### config.mk
export PLATFORM = sky130hd
export DESIGN_NAME = muldiv_unit_flat
export DESIGN_NICKNAME = d
export VERILOG_FILES = /design/src/rtl/muldiv_unit_if.sv /design/src/rtl/muldiv_unit.sv /design/src/flat_wrapper.sv
export SDC_FILE = /design/constraint.sdc
export NUM_CORES = 1
export LEC_CHECK = 0
export CAP_MARGIN = 20
export CELL_PAD_IN_SITES_DETAIL_PLACEMENT = 0
export CELL_PAD_IN_SITES_GLOBAL_PLACEMENT = 1
export CORE_UTILIZATION = 53
export DETAILED_ROUTE_END_ITERATION = 10
export DONT_BUFFER_PORTS = 1
export GPL_TIMING_DRIVEN = 0
export PLACE_DENSITY = 0.95
export REMOVE_ABC_BUFFERS = 1
export SLEW_MARGIN = 20
export SYNTH_ARGS = -nofsm -noshare
export SYNTH_HDL_FRONTEND = slang
export SYNTH_SLANG_ARGS = --single-unit
export TNS_END_PERCENT = 20
### constraint.sdc
create_clock -name clk -period 6.6 [get_ports clk]
set_input_delay 1.32 -clock clk [delete_from_list [all_inputs] [get_ports clk]]
set_output_delay 1.32 -clock clk [all_outputs]
set_load 0.05 [all_outputs]
### src/rtl/muldiv_unit_if.sv
// Request/response bundle between the EX-stage issue logic and the
// iterative multiply/divide unit.
interface muldiv_if #(
  parameter int XLEN = 32
);
  logic            in_valid;
  logic            in_ready;
  logic [2:0]      op;
  logic [XLEN-1:0] rs1_data;
  logic [XLEN-1:0] rs2_data;
  logic            flush;
  logic            out_valid;
  logic            out_ready;
  logic [XLEN-1:0] rd_data;

  modport master (
    output in_valid, op, rs1_data, rs2_data, flush, out_ready,
    input  in_ready, out_valid, rd_data
  );

  modport slave (
    input  in_valid, op, rs1_data, rs2_data, flush, out_ready,
    output in_ready, out_valid, rd_data
  );
endinterface

### src/rtl/muldiv_unit.sv
// Bit-serial RV32M multiply/divide unit: shift-add multiply and restoring
// divide on operand magnitudes, sign fix-up in a single cycle at the end.
module muldiv_unit #(
  parameter int XLEN = 32
) (
  input logic     clk,
  input logic     rst_n,
  muldiv_if.slave bus
);

  localparam int CNT_W = $clog2(XLEN) + 1;

  localparam logic [XLEN-1:0]   ZERO_X  = {XLEN{1'b0}};
  localparam logic [XLEN-1:0]   ONES_X  = {XLEN{1'b1}};
  localparam logic [XLEN-1:0]   MIN_X   = {1'b1, {(XLEN-1){1'b0}}};
  localparam logic [2*XLEN-1:0] ZERO_2X = {(2*XLEN){1'b0}};
  localparam logic [XLEN:0]     ZERO_R  = {(XLEN+1){1'b0}};
  localparam logic [CNT_W-1:0]  CNT_ONE = CNT_W'(1);
  localparam logic [CNT_W-1:0]  CNT_LD  = CNT_W'(XLEN);

  typedef enum logic [1:0] {IDLE, CALC, FIX, DONE} state_e;

  state_e            state_q, state_d, state_nx_s;
  logic [2:0]        op_q, op_d;
  logic [XLEN-1:0]   opnd_q, opnd_d;
  logic [2*XLEN-1:0] prod_q, prod_d;
  logic [XLEN:0]     rem_q, rem_d;
  logic [CNT_W-1:0]  cnt_q, cnt_d;
  logic              neg_res_q, neg_res_d;
  logic              neg_rem_q, neg_rem_d;
  logic [XLEN-1:0]   rd_data_q, rd_data_d;
  logic              out_valid_q, out_valid_d;

  logic              accept_s;
  logic              rs1_signed_s, rs2_signed_s;
  logic              s1_neg_s, s2_neg_s;
  logic [XLEN-1:0]   mag1_s, mag2_s;
  logic              div_zero_s, ovf_s, fast_s;
  logic [XLEN-1:0]   fast_res_s;
  logic [XLEN-1:0]   mul_add_s;
  logic [XLEN:0]     mul_sum_s;
  logic [XLEN:0]     div_shift_s, div_diff_s, div_rem_s;
  logic              div_bit_s;
  logic [2*XLEN-1:0] mul_res_s;
  logic [XLEN-1:0]   quo_res_s, rem_res_s, result_s;

  assign accept_s = bus.in_valid && !bus.flush;

  // MUL needs no signedness: its low half is the same for signed and unsigned operands.
  assign rs1_signed_s = (bus.op == 3'b001) || (bus.op == 3'b010) ||
                        (bus.op == 3'b100) || (bus.op == 3'b110);
  assign rs2_signed_s = (bus.op == 3'b001) || (bus.op == 3'b100) || (bus.op == 3'b110);
  assign s1_neg_s     = rs1_signed_s && bus.rs1_data[XLEN-1];
  assign s2_neg_s     = rs2_signed_s && bus.rs2_data[XLEN-1];
  assign mag1_s       = s1_neg_s ? (ZERO_X - bus.rs1_data) : bus.rs1_data;
  assign mag2_s       = s2_neg_s ? (ZERO_X - bus.rs2_data) : bus.rs2_data;

  assign div_zero_s = bus.op[2] && (bus.rs2_data == ZERO_X);
  assign ovf_s      = ((bus.op == 3'b100) || (bus.op == 3'b110)) &&
                      (bus.rs1_data == MIN_X) && (bus.rs2_data == ONES_X);
  assign fast_s     = div_zero_s || ovf_s;

  // Architecturally fixed results for divide-by-zero and signed overflow.
  always_comb begin
    if (bus.op[1]) begin
      fast_res_s = div_zero_s ? bus.rs1_data : ZERO_X;
    end else begin
      fast_res_s = div_zero_s ? ONES_X : MIN_X;
    end
  end

  // Multiply step: the low half holds the unconsumed multiplier bits.
  assign mul_add_s = prod_q[0] ? opnd_q : ZERO_X;
  assign mul_sum_s = {1'b0, prod_q[2*XLEN-1:XLEN]} + {1'b0, mul_add_s};

  // Divide step: the low half shifts the dividend out MSB-first and the quotient in.
  assign div_shift_s = {rem_q[XLEN-1:0], prod_q[XLEN-1]};
  assign div_diff_s  = div_shift_s - {1'b0, opnd_q};
  assign div_bit_s   = ~div_diff_s[XLEN];
  assign div_rem_s   = div_bit_s ? div_diff_s : div_shift_s;

  assign mul_res_s = neg_res_q ? (ZERO_2X - prod_q) : prod_q;
  assign quo_res_s = neg_res_q ? (ZERO_X - prod_q[XLEN-1:0]) : prod_q[XLEN-1:0];
  assign rem_res_s = neg_rem_q ? (ZERO_X - rem_q[XLEN-1:0]) : rem_q[XLEN-1:0];

  // Final result selection by operation.
  always_comb begin
    case (op_q)
      3'b000:                 result_s = mul_res_s[XLEN-1:0];
      3'b001, 3'b010, 3'b011: result_s = mul_res_s[2*XLEN-1:XLEN];
      3'b100, 3'b101:         result_s = quo_res_s;
      3'b110, 3'b111:         result_s = rem_res_s;
      default:                result_s = ZERO_X;
    endcase
  end

  // Next-state and datapath update; flush overrides the natural next state.
  always_comb begin
    state_nx_s = state_q;
    op_d       = op_q;
    opnd_d     = opnd_q;
    prod_d     = prod_q;
    rem_d      = rem_q;
    cnt_d      = cnt_q;
    neg_res_d  = neg_res_q;
    neg_rem_d  = neg_rem_q;
    rd_data_d  = rd_data_q;
    case (state_q)
      IDLE: begin
        if (accept_s) begin
          op_d      = bus.op;
          neg_res_d = s1_neg_s ^ s2_neg_s;
          neg_rem_d = s1_neg_s;
          cnt_d     = CNT_LD;
          rem_d     = ZERO_R;
          if (bus.op[2]) begin
            opnd_d = mag2_s;
            prod_d = {ZERO_X, mag1_s};
          end else begin
            opnd_d = mag1_s;
            prod_d = {ZERO_X, mag2_s};
          end
          if (fast_s) begin
            rd_data_d  = fast_res_s;
            state_nx_s = DONE;
          end else begin
            state_nx_s = CALC;
          end
        end else begin
          state_nx_s = IDLE;
        end
      end
      CALC: begin
        cnt_d = cnt_q - CNT_ONE;
        if (op_q[2]) begin
          rem_d  = div_rem_s;
          prod_d = {prod_q[2*XLEN-1:XLEN], prod_q[XLEN-2:0], div_bit_s};
        end else begin
          prod_d = {mul_sum_s, prod_q[XLEN-1:1]};
        end
        if (cnt_q == CNT_ONE) begin
          state_nx_s = FIX;
        end else begin
          state_nx_s = CALC;
        end
      end
      FIX: begin
        rd_data_d  = result_s;
        state_nx_s = DONE;
      end
      DONE: begin
        if (bus.out_ready) begin
          state_nx_s = IDLE;
        end else begin
          state_nx_s = DONE;
        end
      end
      default: begin
        state_nx_s = IDLE;
      end
    endcase
    state_d     = bus.flush ? IDLE : state_nx_s;
    out_valid_d = (state_d == DONE);
  end

  // State and datapath registers.
  always_ff @(posedge clk or negedge rst_n) begin
    if (!rst_n) begin
      state_q     <= IDLE;
      op_q        <= 3'b000;
      opnd_q      <= ZERO_X;
      prod_q      <= ZERO_2X;
      rem_q       <= ZERO_R;
      cnt_q       <= {CNT_W{1'b0}};
      neg_res_q   <= 1'b0;
      neg_rem_q   <= 1'b0;
      rd_data_q   <= ZERO_X;
      out_valid_q <= 1'b0;
    end else begin
      state_q     <= state_d;
      op_q        <= op_d;
      opnd_q      <= opnd_d;
      prod_q      <= prod_d;
      rem_q       <= rem_d;
      cnt_q       <= cnt_d;
      neg_res_q   <= neg_res_d;
      neg_rem_q   <= neg_rem_d;
      rd_data_q   <= rd_data_d;
      out_valid_q <= out_valid_d;
    end
  end

  assign bus.in_ready  = (state_q == IDLE);
  assign bus.out_valid = out_valid_q;
  assign bus.rd_data   = rd_data_q;

endmodule
### src/flat_wrapper.sv
// flat-port wrapper written by rule: the top's interface ports become plain ports
module muldiv_unit_flat 
#(
  parameter int XLEN = 32
)
  (clk, rst_n, bus_in_valid, bus_op, bus_rs1_data, bus_rs2_data, bus_flush, bus_out_ready, bus_in_ready, bus_out_valid, bus_rd_data);
  muldiv_if #(.XLEN(XLEN)) bus_i ();
  input logic clk;
  input logic rst_n;
  input wire logic [$bits(bus_i.in_valid)-1:0] bus_in_valid;
  input wire logic [$bits(bus_i.op)-1:0] bus_op;
  input wire logic [$bits(bus_i.rs1_data)-1:0] bus_rs1_data;
  input wire logic [$bits(bus_i.rs2_data)-1:0] bus_rs2_data;
  input wire logic [$bits(bus_i.flush)-1:0] bus_flush;
  input wire logic [$bits(bus_i.out_ready)-1:0] bus_out_ready;
  output wire logic [$bits(bus_i.in_ready)-1:0] bus_in_ready;
  output wire logic [$bits(bus_i.out_valid)-1:0] bus_out_valid;
  output wire logic [$bits(bus_i.rd_data)-1:0] bus_rd_data;
  assign bus_i.in_valid = bus_in_valid;
  assign bus_i.op = bus_op;
  assign bus_i.rs1_data = bus_rs1_data;
  assign bus_i.rs2_data = bus_rs2_data;
  assign bus_i.flush = bus_flush;
  assign bus_i.out_ready = bus_out_ready;
  assign bus_in_ready = bus_i.in_ready;
  assign bus_out_valid = bus_i.out_valid;
  assign bus_rd_data = bus_i.rd_data;
  muldiv_unit #(.XLEN(XLEN)) u_core (.clk(clk), .rst_n(rst_n), .bus(bus_i));
endmodule
==> key figures, run 1 <==
Clock network
  – Htree depth: 4
  – Max Buffers Root-to-Sink: 2
  – TritonCTS buffer count: 17
  – Clk slew on worst S/H paths: 70 ps
  – Post-CTS Setup Bufs: 0
  – Worst skew pair latency: roughly 450 ps
  – Resized cells post-CTS: 0
  – CTS tree: yes
  – Clock root cell: clkbuf_16
  – Clk sinks: roughly 170
  – Hold Buf Count CTS: 0

STA
  – Final Worst Setup Slack: between 1500 and 2000 ps
  – Max Clock Skew: 12.3 ps
  – Worst-margin pin slew: ~1100 ps
  – Final cycle utilization of the critical path: around 73%
  – Max Slew Vio Count: 0
  – Max Freq: 208 MHz
  – Slew HR: a little under a quarter
  – Post-route setup TNS: 0 ps
  – Setup Viol. Count Final: 0
  – Final min period: 4810 ps
  – RSZ-0062 raised after global routing: false
  – Final Hold Violating Endpoints: 0

Synthesis
  – Syn Area/Cell: about 7.7 um^2
  – Synthesis warning total: 0
  – Post-synth EDFFs: 0
  – Yosys top cell area share: 27.7%
  – Main synth FF type: dfrtp_1
  – Count of cell types in the netlist: between 60 and 70
  – Post-Syn Area: about 16,000 um^2
  – Largest cells by area after synthesis: dfrtp_1 (28%), o21ai_0 (8.0%), xnor2_1 (6.2%)
  – Synth Area in Compound Gates: about 25%
  – XOR/XNOR Fraction of Synth Area: between 10 and 15%
  – Post-synth top cells: o21ai_0 (252), nand2_1 (237), dfrtp_1 (174)
  – Most common cell in the netlist: o21ai_0
  – Post-synthesis adder-cell area fraction: around 6%
  – Synth Register Bits: 174
  – Main combinational cell family by area after synthesis: compound AO/OA/AOI/OAI gates
  – Yosys top cell by area: dfrtp_1
  – Post-synthesis instance total: between 2k and 2.5k
  – Async SR Flop Fraction: 100%
  – Post-synthesis mux area share: 4.54%
  – Post-Synth Simple-Gate Area: approximately 20%
  – Post-synthesis sequential area ratio: between 20% and 30%

Worst setup path
  – Reg2Reg Setup Slack: ~2000 ps
  – Arrival time worst endpoint: around 5200 ps
  – Reg2Reg Depth: 16
  – Critical R2R Launch: u_core.prod_q[31]
  – Crit start category: primary input
  – Crit Reg-Reg Endpoint: u_core.rem_q[3]
  – Kind of critical path: primary input to flip-flop
  – CP max FO: 18
  – Crit end category: flip-flop
  – WP data required: around 7000 ps

Place
  – Post-DP HPWL: approximately 37 mm
  – Placed Cells: 2,321
  – Placer Congestion: between 0.9 and 1
  – Post-place setup slack: 1420 ps
  – Port bufs: 0

Routing
  – Vias per inst: ~6.5
  – WL/cell: 21.2 um
  – DRT Wirelength: between 40 and 50 mm
  – Via count: about 15k
  – Initial DRC count: between 1.5k and 2k
  – Pre-Repair DR Iteration Count: 6
  – Remaining routing DRC violations: 0
  – Post-route ant nets: 0

Floorplan
  – Core Area: slightly below 30,000 um^2
  – Ports: 106
  – DIE HEIGHT: approximately 170 um
  – Initial core utilization: between 50% and 60%
  – DIE AREA: between 30,000 and 40,000 um^2
  – Die width: about 170 um
  – Site Rows: a little over 60

Layout
  – Layout Nets: ~2.1k
  – Antenna cell count: 0
  – Ratio of cells with drive above 1 in the final layout: about 4.3%
  – Final Non-Filler Cells: between 2k and 2.5k
  – Layout area overhead: 4.96%
  – Area of the multi-input gates: between 10,000 and 15,000 um^2
  – Fillers: ~2.7k
  – Reg area: 4360 um^2

Job
  – Max-cap violations: 0

Worst hold path
  – HP Class: flip-flop to flip-flop
  – Hold_sp: u_core.opnd_q[12]
  – WHS Path Cells: 2
  – Hold Crit Endpoint: u_core.opnd_q[12]

Power and ir drop
  – Leak: about 7.2 nW
  – Total power: slightly above 8 mW
  – VDD IR max: around 0.23 mV
  – Power Density: between 500 and 600 nW/um^2

GRT
  – Largest net degree at the start of global routing: between 150 and 200
  – Remaining Overflow, GRT: 0
  – Vias in the first global route: around 14k
  – Global-route wire length before repair: slightly below 80 mm
  – Initial antenna violation count: 0
  – GRT Total Usage: between 30% and 40%

Status
  – Status: complete, no violations
-- worst max path at each step --
stage	from	end	slack [ps]	cells past startpoint
finish	bus_rs2_data[13]	u_core.bus.rd_data[10]	1790	9
global route	bus_rs2_data[13]	u_core.bus.rd_data[10]	1690	9
CTS	u_core.prod_q[0]	u_core.bus.rd_data[30]	1550	11
detailed placement	bus_rs2_data[13]	u_core.bus.rd_data[10]	1420	9
global placement	u_core.opnd_q[5]	u_core.rem_q[2]	-40	11
floorplan	u_core.rem_q[4]	u_core.rem_q[2]	1480	10
-- per-layer routing --
layer | global-route usage [%] | wire length, um | up-vias
li1 | - | - | 7208
met1 | 44.9 | 21700 | 7253
met2 | 51.9 | 22700 | 700
met3 | 4.68 | 3860 | 97
met4 | 12.2 | 1630 | 0
met5 | 0 | 0 | -
-- critical path: stages --
cell and delay [ps]:
or4_4 530, or3_4 360, or4_4 440, or4_1 650, nor3_4 400, nand2_1 650
a21oi_1 530, a211oi_1 130, o21ai_0 160
-- state kept, by name, indices dropped and copies added (netlist names) --
| register | cells |
|---|---|
| u_core.bus.out_valid | 1 |
| u_core.bus.rd_data | 32 |
| u_core.cnt_q | 6 |
| u_core.neg_rem_q | 1 |
| u_core.neg_res_q | 1 |
| u_core.op_q | 3 |
| u_core.opnd_q | 32 |
| u_core.prod_q | 64 |
| u_core.rem_q | 32 |
| u_core.state_q | 2 |
-- area by class of cell --
type | instances | share of cell area, %
flip-flops and latches | 174 | 26.4
clock buffers | 21 | 2.79
clock inverters | 11 | 0.660
inverters | 75 | 1.71
repair buffers | 11 | 1.05
well taps | 384 | 2.91
multi-input cells | 1678 | 64.5
-- cells by family after synthesis --
group                      count (synthesis)
buffers and inverters                    200
DFF                                      174
and+or+nand+nor                          667
muxes                                     71
xor gates and xnor gates                 207
AOI/OAI and AO/OA                        660
adders and majority gates                 73
-- per-stage QoR --
| step | instance area, um^2 | hold WS (ps) | util [%] |
|---|---|---|---|
| 5_1_grt | 16500 | 516 | 57.0 |
| 2_1_floorplan | 15200 | 450 | - |
| 6_report | 16500 | 485 | 57.0 |
| 3_5_place_dp | 15900 | 471 | 55.0 |
| 4_1_cts | 16500 | 487 | 56.9 |
| 3_3_place_gp | 15700 | 463 | 54.3 |
-- where the power goes --
part | total (mW) | switching (mW) | internal, mW
clock | 1.01 | 0.469 | 0.544
sequential | 2.37 | 0.903 | 1.47
combinational | 4.93 | 2.96 | 1.97
total | 8.31 | 4.33 | 3.99
-- layout by cell type, fill, tap and decap left out, drive strengths merged, types with 5 or more instances in the layout --
master | netlist | final
a211oi | 12 | 12
a21o | 40 | 40
a21oi | 141 | 141
a221oi | 7 | 7
a22oi | 5 | 5
a31oi | 34 | 34
and2 | 7 | 7
buf | 21 | 10
clkbuf | 104 | 22
dfrtp | 174 | 174
ha | 71 | 71
inv | 75 | 77
mux2i | 69 | 69
nand2 | 237 | 237
nand2b | 23 | 23
nand3 | 55 | 55
nand4 | 20 | 20
nor2 | 170 | 170
nor2b | 14 | 14
nor3 | 38 | 38
nor4 | 21 | 21
o211ai | 11 | 11
o21a | 6 | 6
o21ai | 258 | 258
o21bai | 12 | 12
o221ai | 20 | 20
o22ai | 22 | 22
o311ai | 6 | 6
o31ai | 41 | 41
o41ai | 19 | 19
or2 | 16 | 16
or3 | 23 | 23
or4 | 27 | 27
xnor2 | 112 | 112
xor2 | 95 | 95
Note: power is estimated with default switching activity, not from simulation.
==> inputs of run 2 (changes only) <==
Settings changed: CORE_UTILIZATION 53 to 49, PLACE_DENSITY 0.95 to 0.91.
Clock period 6.6 ns to 4.45 ns, I/O delays scaled along.
==> run 2 against run 1 <==
  * Design area rose by 0.50%
  * Sequential power rose by 56%
  * Setup slack lost 1700 ps
  * Die area rose by 8.1%
  * Sequential share of layout area shrank 0.10 points
  * Worst hold slack worse by 360 ps
  * Final cell count up 0.98%
  * Routed wire length grew 3.6%
  * Core utilization fell by 4.5 points
  * Global-route usage is 1.2 points lower
==> key figures, run 2 (same netlist as run 1, synthesis figures left out) <==
STA
  – Max Slew Vio Count: 0 (unchanged)
  – Worst-margin pin slew: 1180 ps (was 1150 ps)
  – RSZ-0062 raised after global routing: true (was false)
  – Max Clock Skew: 17.6 ps (was 12.3 ps)
  – Final Hold Violating Endpoints: 0 (unchanged)
  – Max Freq: between 200 and 250 MHz
  – Final min period: ~4400 ps
  – Final cycle utilization of the critical path: between 90% and 100%
  – Setup Viol. Count Final: 0 (unchanged)
  – Final Worst Setup Slack: 79.0 ps (was 1790 ps)
  – Slew HR: 20.6% (was 23.0%)

Worst setup path
  – Arrival time worst endpoint: 4660 ps (was 5190 ps)
  – Crit start category: flip-flop (was primary input)
  – Kind of critical path: flip-flop to flip-flop (was primary input to flip-flop)
  – WP data required: 4740 ps (was 6970 ps)
  – Slowest-stage cell, CP: or4b_2 (was or4_1)
  – Critical Path Most Common Cell: or3_1 (was or4_4)
  – Crit-path cells: clkinvlp_2 > ha_1 > or4b_2 > nor4_4 > nand4_1 > or3_1 > or3_1 > o41ai_1 > xnor2_1 > a21oi_1 > o21ai_0 (was or4_4 > or3_4 > or4_4 > or4_1 > nor3_4 > nand2_1 > a21oi_1 > a211oi_1 > o21ai_0)
  – Crit end category: flip-flop (unchanged)
  – Critical Path Max Stage Delay: 700 ps (was 650 ps)
  – CP max FO: 9 (was 18)

Floorplan
  – Ports: 106 (unchanged)
  – Site Rows: 65 (was 62)
  – Die width: 181 um (was 174 um)
  – Core Area: 31,600 um^2 (was 28,900 um^2)
  – DIE AREA: 32,800 um^2 (was 30,400 um^2)
  – DIE HEIGHT: 181 um (was 174 um)
  – Initial core utilization: 49.8% (was 54.3%)

Power and ir drop
  – VDD IR max: 0.332 mV (was 0.233 mV)
  – Power Density: 746 nW/um^2 (was 504 nW/um^2)
  – Leak: 7.20 nW (was 7.18 nW)

Routing
  – WL/cell: 21.8 um (was 21.2 um)
  – DRT Wirelength: 51.8 mm (was 50.0 mm)
  – Pre-Repair DR Iteration Count: 6 (unchanged)
  – Via count: 15.4k (was 15.3k)
  – Remaining routing DRC violations: 0 (unchanged)
  – Vias per inst: 6.46 (was 6.48)
  – Post-route ant nets: 0 (unchanged)
  – Initial DRC count: 1,694 (was 1,835)

Place
  – Placer Congestion: 0.935 (was 0.944)
  – Port bufs: 0 (unchanged)
  – Post-DP HPWL: 38.5 mm (was 37.4 mm)
  – Post-place setup slack: -563 ps (was 1420 ps)
  – Placed cell area: 15,900 um^2 (about the same)

GRT
  – Remaining Overflow, GRT: 0 (unchanged)
  – Vias in the first global route: 14.4k (was 14.2k)
  – Initial antenna violation count: 1 (was 0)
  – GRT Total Usage: 31.4% (was 32.6%)
  – Largest net degree at the start of global routing: 175 (unchanged)
  – Global-route wire length before repair: 80.3 mm (was 77.8 mm)

Job
  – Max-cap violations: 0 (unchanged)

Clock network
  – Max Buffers Root-to-Sink: 2 (unchanged)
  – TritonCTS buffer count: 17 (unchanged)
  – Htree depth: 4 (unchanged)
  – Worst skew pair latency: 460 ps (was 450 ps)
  – Clk sinks: 174 (unchanged)
  – Clock root cell: clkbuf_16 (unchanged)
  – CTS tree: yes (unchanged)
  – Hold Buf Count CTS: 0 (unchanged)
  – Clk slew on worst S/H paths: 80 ps (was 70 ps)

Layout
  – Number of flip-flops in the largest register: 64 (unchanged)
  – Commonest non-fill, non-tap cell in the layout: o21ai_0 (unchanged)
  – Ratio of cells with drive above 1 in the final layout: 5.06% (was 4.31%)
  – Most flops, register: u_core.prod_q (unchanged)
  – Layout area overhead: 5.48% (was 4.96%)
  – Utilization after layout: 52.6% (was 57.0%)
  – Fin area: 16,600 um^2 (was 16,500 um^2)
  – Antenna cell count: 0 (unchanged)
  – Most frequent cells in the layout: o21ai_0 (250), nand2_1 (234), dfrtp_1 (170) (was o21ai_0 (252), nand2_1 (236), dfrtp_1 (172))
  – Layout Nets: 2,108 (was 2,102)

Status
  – Status: complete, no violations (unchanged)

Worst hold path
  – HP Class: primary input to async pin (was flip-flop to flip-flop)
[run 2: cell count changes in the layout (fill, tap and decap cells not counted), moves of 2 or more]
cell        before  now
buf_4            1    7
clkbuf_1         2    0
clkbuf_8         2    0
clkinvlp_2       0    2
dfrtp_1        172  170
inv_6            3    6
inv_8            0    3
nand2_1        236  234
nand2_2          0    2
o21ai_0        252  250
[run 2: worst paths after layout]
path                       slack [ps]               from                      to  depth (start not counted)
max in group asynchronous        3980              rst_n          u_core.op_q[2]                          0
min in group clk                  480  u_core.opnd_q[30]       u_core.opnd_q[30]                          2
max reg2reg                        80   u_core.prod_q[0]  u_core.bus.rd_data[30]                         11
min                               130              rst_n        u_core.opnd_q[3]                          0
min reg2reg                       480  u_core.opnd_q[30]       u_core.opnd_q[30]                          2
max                                80   u_core.prod_q[0]  u_core.bus.rd_data[30]                         11
[run 2: metrics by stage]
step                      power, mW  instances  setup TNS, ps  hold slack [ps]
after floorplan                8.58       1927         -20940              450
after global placement         9.65       2329        -159500              461
after detailed placement       10.5       2337          -6730              471
after CTS                      12.1       2369              0              119
after global routing           13.2       2377           -118              116
final                          12.4       2377              0              128
[run 2: repair_timing]
action	4_1_cts	5_1_grt
gates resized for setup	4	6
hold endpoints to repair	0	0
endpoints found under the setup margin	13	15
setup buffers	0	6
gates cloned	1	1
[run 2: layer usage]
metal / global-route usage (%) / vias to the layer above / routed length, um
met1: 42.7 / 7325 / 22100
li1: - / 7222 / -
met5: 0 / - / 0
met4: 12.6 / 0 / 1850
met2: 50.1 / 708 / 23500
met3: 4.33 / 108 / 4300
[run 2: worst max-delay path: cells and delay by family (launching register included)]
family / cells / cell delay [ps]
fa+ha+maj: 1 / 250
buf+inv: 1 / 300
compound gates: 3 / 720
flops: 1 / 530
simple gates: 5 / 2290
xor+xnor: 1 / 100
[run 2: area by class of cell]
cell class	count	area, um^2
Inverter	75	285
Timing Repair Buffer	15	174
Clock inverter	14	148
Clock buffer	17	425
Tap cell	402	503
Sequential cell	174	4360
Multi-Input combinational cell	1678	10700
Timing Repair inverter	2	10.0
Fill cell	3042	15000
[run 2: power breakdown]
part	switching [mW]	leakage [nW]	internal (mW)
sequential	1.52	2.27	2.18
clock	0.741	0.274	0.791
combinational	4.21	4.65	2.94
total	6.47	7.20	5.91
==> inputs of run 3 (changes only) <==
Settings changed: SETUP_SLACK_MARGIN from default to 0.2.
==> run 3 against run 2 <==
  * Clock power about the same
  * First-iteration DRC count down 3.7%
  * Total power about the same
  * Count of clock-buffer cells in the layout unchanged
  * Critical path depth down 1
  * Critical path type is now primary input to flip-flop
  * Critical endpoint is now u_core.bus.rd_data[11]
  * Largest power group unchanged
==> key figures, run 3 (same netlist as run 1, synthesis figures left out) <==
Status
  – Status: complete, no violations (unchanged)

STA
  – Final min period: 4280 ps (was 4370 ps)
  – Final Hold Violating Endpoints: 0 (unchanged)
  – RSZ-0062 raised after global routing: true (unchanged)
  – Final cycle utilization of the critical path: 96.1% (was 98.2%)
  – Slew HR: 23.3% (was 20.6%)
  – Max Clock Skew: 19.4 ps (was 17.6 ps)
  – Max Freq: 234 MHz (was 229 MHz)
  – Post-route setup TNS: 0 ps (unchanged)
  – Max Slew Vio Count: 0 (unchanged)
  – Setup Viol. Count Final: 0 (unchanged)
  – Worst-margin pin slew: 1140 ps (was 1180 ps)

Job
  – Max-cap violations: 0 (unchanged)

Floorplan
  – DIE AREA: 32,800 um^2 (unchanged)
  – DIE HEIGHT: 181 um (unchanged)
  – Core Area: 31,600 um^2 (unchanged)
  – Ports: 106 (unchanged)
  – Die width: 181 um (unchanged)
  – Initial core utilization: 49.8% (unchanged)
  – Site Rows: 65 (unchanged)

Place
  – Placed Cells: 2,337 (unchanged)
  – Port bufs: 0 (unchanged)
  – Placer Congestion: 0.935 (unchanged)
  – Placed cell area: 15,900 um^2 (unchanged)
  – Post-DP HPWL: 38.5 mm (unchanged)

Clock network
  – TritonCTS buffer count: 17 (unchanged)
  – Clk slew on worst S/H paths: 80 ps (about the same)
  – Worst skew pair latency: 460 ps (about the same)
  – Clk sinks: 174 (unchanged)
  – Clock root cell: clkbuf_16 (unchanged)
  – Htree depth: 4 (unchanged)
  – CTS tree: yes (unchanged)
  – Max Buffers Root-to-Sink: 2 (unchanged)

Routing
  – Pre-Repair DR Iteration Count: 6 (unchanged)
  – Via count: 15.4k (about the same)
  – Initial DRC count: 1,632 (was 1,694)
  – DRT Wirelength: 51.9 mm (was 51.8 mm)
  – Remaining routing DRC violations: 0 (unchanged)
  – Post-route ant nets: 0 (unchanged)
  – Vias per inst: 6.47 (was 6.46)
  – WL/cell: 21.8 um (about the same)

Worst setup path
  – Crit end category: flip-flop (unchanged)
  – Reg2Reg Depth: 10 (was 11)
  – Arrival time worst endpoint: 4650 ps (was 4660 ps)
  – Critical R2R Launch: u_core.prod_q[0] (unchanged)
  – CP max FO: 8 (was 9)
  – Kind of critical path: primary input to flip-flop (was flip-flop to flip-flop)
  – Crit-path cells: or4_4 > or3_4 > or4_4 > or4_1 > nor4_2 > buf_2 > o21ai_0 > o221ai_1 > a21oi_1 > o21ai_0 (was clkinvlp_2 > ha_1 > or4b_2 > nor4_4 > nand4_1 > or3_1 > or3_1 > o41ai_1 > xnor2_1 > a21oi_1 > o21ai_0)
  – Crit start category: primary input (was flip-flop)
  – Reg2Reg Setup Slack: 200 ps (was 80 ps)
  – Critical Path Max Stage Delay: 800 ps (was 700 ps)
  – Crit Reg-Reg Endpoint: u_core.bus.rd_data[15] (was u_core.bus.rd_data[30])
  – WP data required: 4820 ps (was 4740 ps)
  – Slowest-stage cell, CP: nor4_2 (was or4b_2)

Power and ir drop
  – Leak: 7.20 nW (about the same)
  – Combinational power share: 57.8% (about the same)
  – VDD IR max: 0.332 mV (about the same)
  – Clk pwr share: 12.4% (about the same)
  – Power Density: 746 nW/um^2 (about the same)
  – P_sw: 6.48 mW (was 6.47 mW)
  – Cell Int Power: 5.90 mW (was 5.91 mW)
  – Register share of total power: 29.9% (about the same)
  – Sw Share: 52.3% (about the same)
  – Total power: 12.4 mW (about the same)

GRT
  – Remaining Overflow, GRT: 0 (unchanged)
  – Global-route wire length before repair: 80.5 mm (was 80.3 mm)
  – GRT Total Usage: 31.4% (about the same)
  – Initial antenna violation count: 0 (was 1)
  – Largest net degree at the start of global routing: 175 (unchanged)
  – Vias in the first global route: 14.3k (was 14.4k)

Layout
  – Antenna cell count: 0 (unchanged)
  – Layout Nets: 2,107 (was 2,108)
  – Final Non-Filler Cells: 2,376 (was 2,377)
  – Commonest non-fill, non-tap cell in the layout: o21ai_0 (unchanged)
  – Most frequent cells in the layout: o21ai_0 (250), nand2_1 (234), dfrtp_1 (170) (unchanged)
  – Ratio of cells with drive above 1 in the final layout: 5.22% (was 5.06%)
  – Fin area: 16,600 um^2 (about the same)
  – Most flops, register: u_core.prod_q (unchanged)
  – Fillers: 3,046 (was 3,042)
  – Number of flip-flops in the largest register: 64 (unchanged)
  – Layout area overhead: 5.59% (was 5.48%)
  – Utilization after layout: 52.6% (about the same)

Worst hold path
  – HP Class: primary input to async pin (unchanged)
==> run 3: changes by cell type in the layout (fill, tap and decap cells not counted), sizes merged <==
cell and delta:
clkinvlp -1
==> run 3: final cells by class <==
class,instances,area (um^2),share of cell area (%)
clock buffer,17,425,2.56
clock inverter,14,148,0.889
timing repair inverter,1,5.00,0.0301
sequential,174,4360,26.3
multi-input combinational,1678,10700,64.4
inverter,75,285,1.72
tap,402,503,3.03
timing repair buffer,15,174,1.05
==> run 3: routing by layer <==
metal  global-route usage (%)  up-vias  wire (um)
met5                        0        -          0
met2                     50.4      707      23700
met1                     42.9     7359      22500
li1                         -     7210          -
met4                     12.2        0       1740
met3                     4.31      106       3930
==> run 3: critical path: cells and delay by family <==
kind | cells | cell delay [ps]
AOI/OAI and AO/OA | 4 | 620
buffers and inverters | 1 | 340
and+or+nand+nor | 5 | 2800
==> run 3: timing repair <==
| item | CTS | global route |
|---|---|---|
| hold buffers | 0 | 0 |
| setup endpoints to repair | 37 | 29 |
| pin swaps | 0 | 4 |
| gates cloned | 1 | 0 |
| gates resized for setup | 7 | 8 |
| buffers inserted | 3 | 3 |
==> run 3: worst max path at each step <==
stage | from | endpoint | slack [ps] | cells after the start
2_1_floorplan | u_core.rem_q[4] | u_core.rem_q[2] | -670 | 10
3_3_place_gp | u_core.rem_q[4] | u_core.rem_q[2] | -2300 | 10
3_5_place_dp | u_core.prod_q[0] | u_core.bus.rd_data[30] | -560 | 11
4_1_cts | u_core.prod_q[31] | u_core.rem_q[3] | 110 | 16
5_1_grt | bus_rs2_data[13] | u_core.bus.rd_data[11] | 130 | 10
6_report | bus_rs2_data[13] | u_core.bus.rd_data[11] | 170 | 10
==> run 3: power by group through the flow <==
stage | Clock, mW | Combinational (mW) | Sequential, mW
after global routing | 1.59 | 7.87 | 3.77
after detailed placement | 0 | 6.84 | 3.64
after floorplan | 0 | 5.33 | 3.24
after global placement | 0 | 6.10 | 3.55
final | 1.53 | 7.15 | 3.70
after CTS | 1.54 | 6.95 | 3.63
==> run 3: metrics by stage <==
stage                     hold WS, ps  setup WS [ps]
final                             127            171
after floorplan                   450           -670
after detailed placement          471           -563
after global routing              116            130
after CTS                         119            106
after global placement            461          -2300
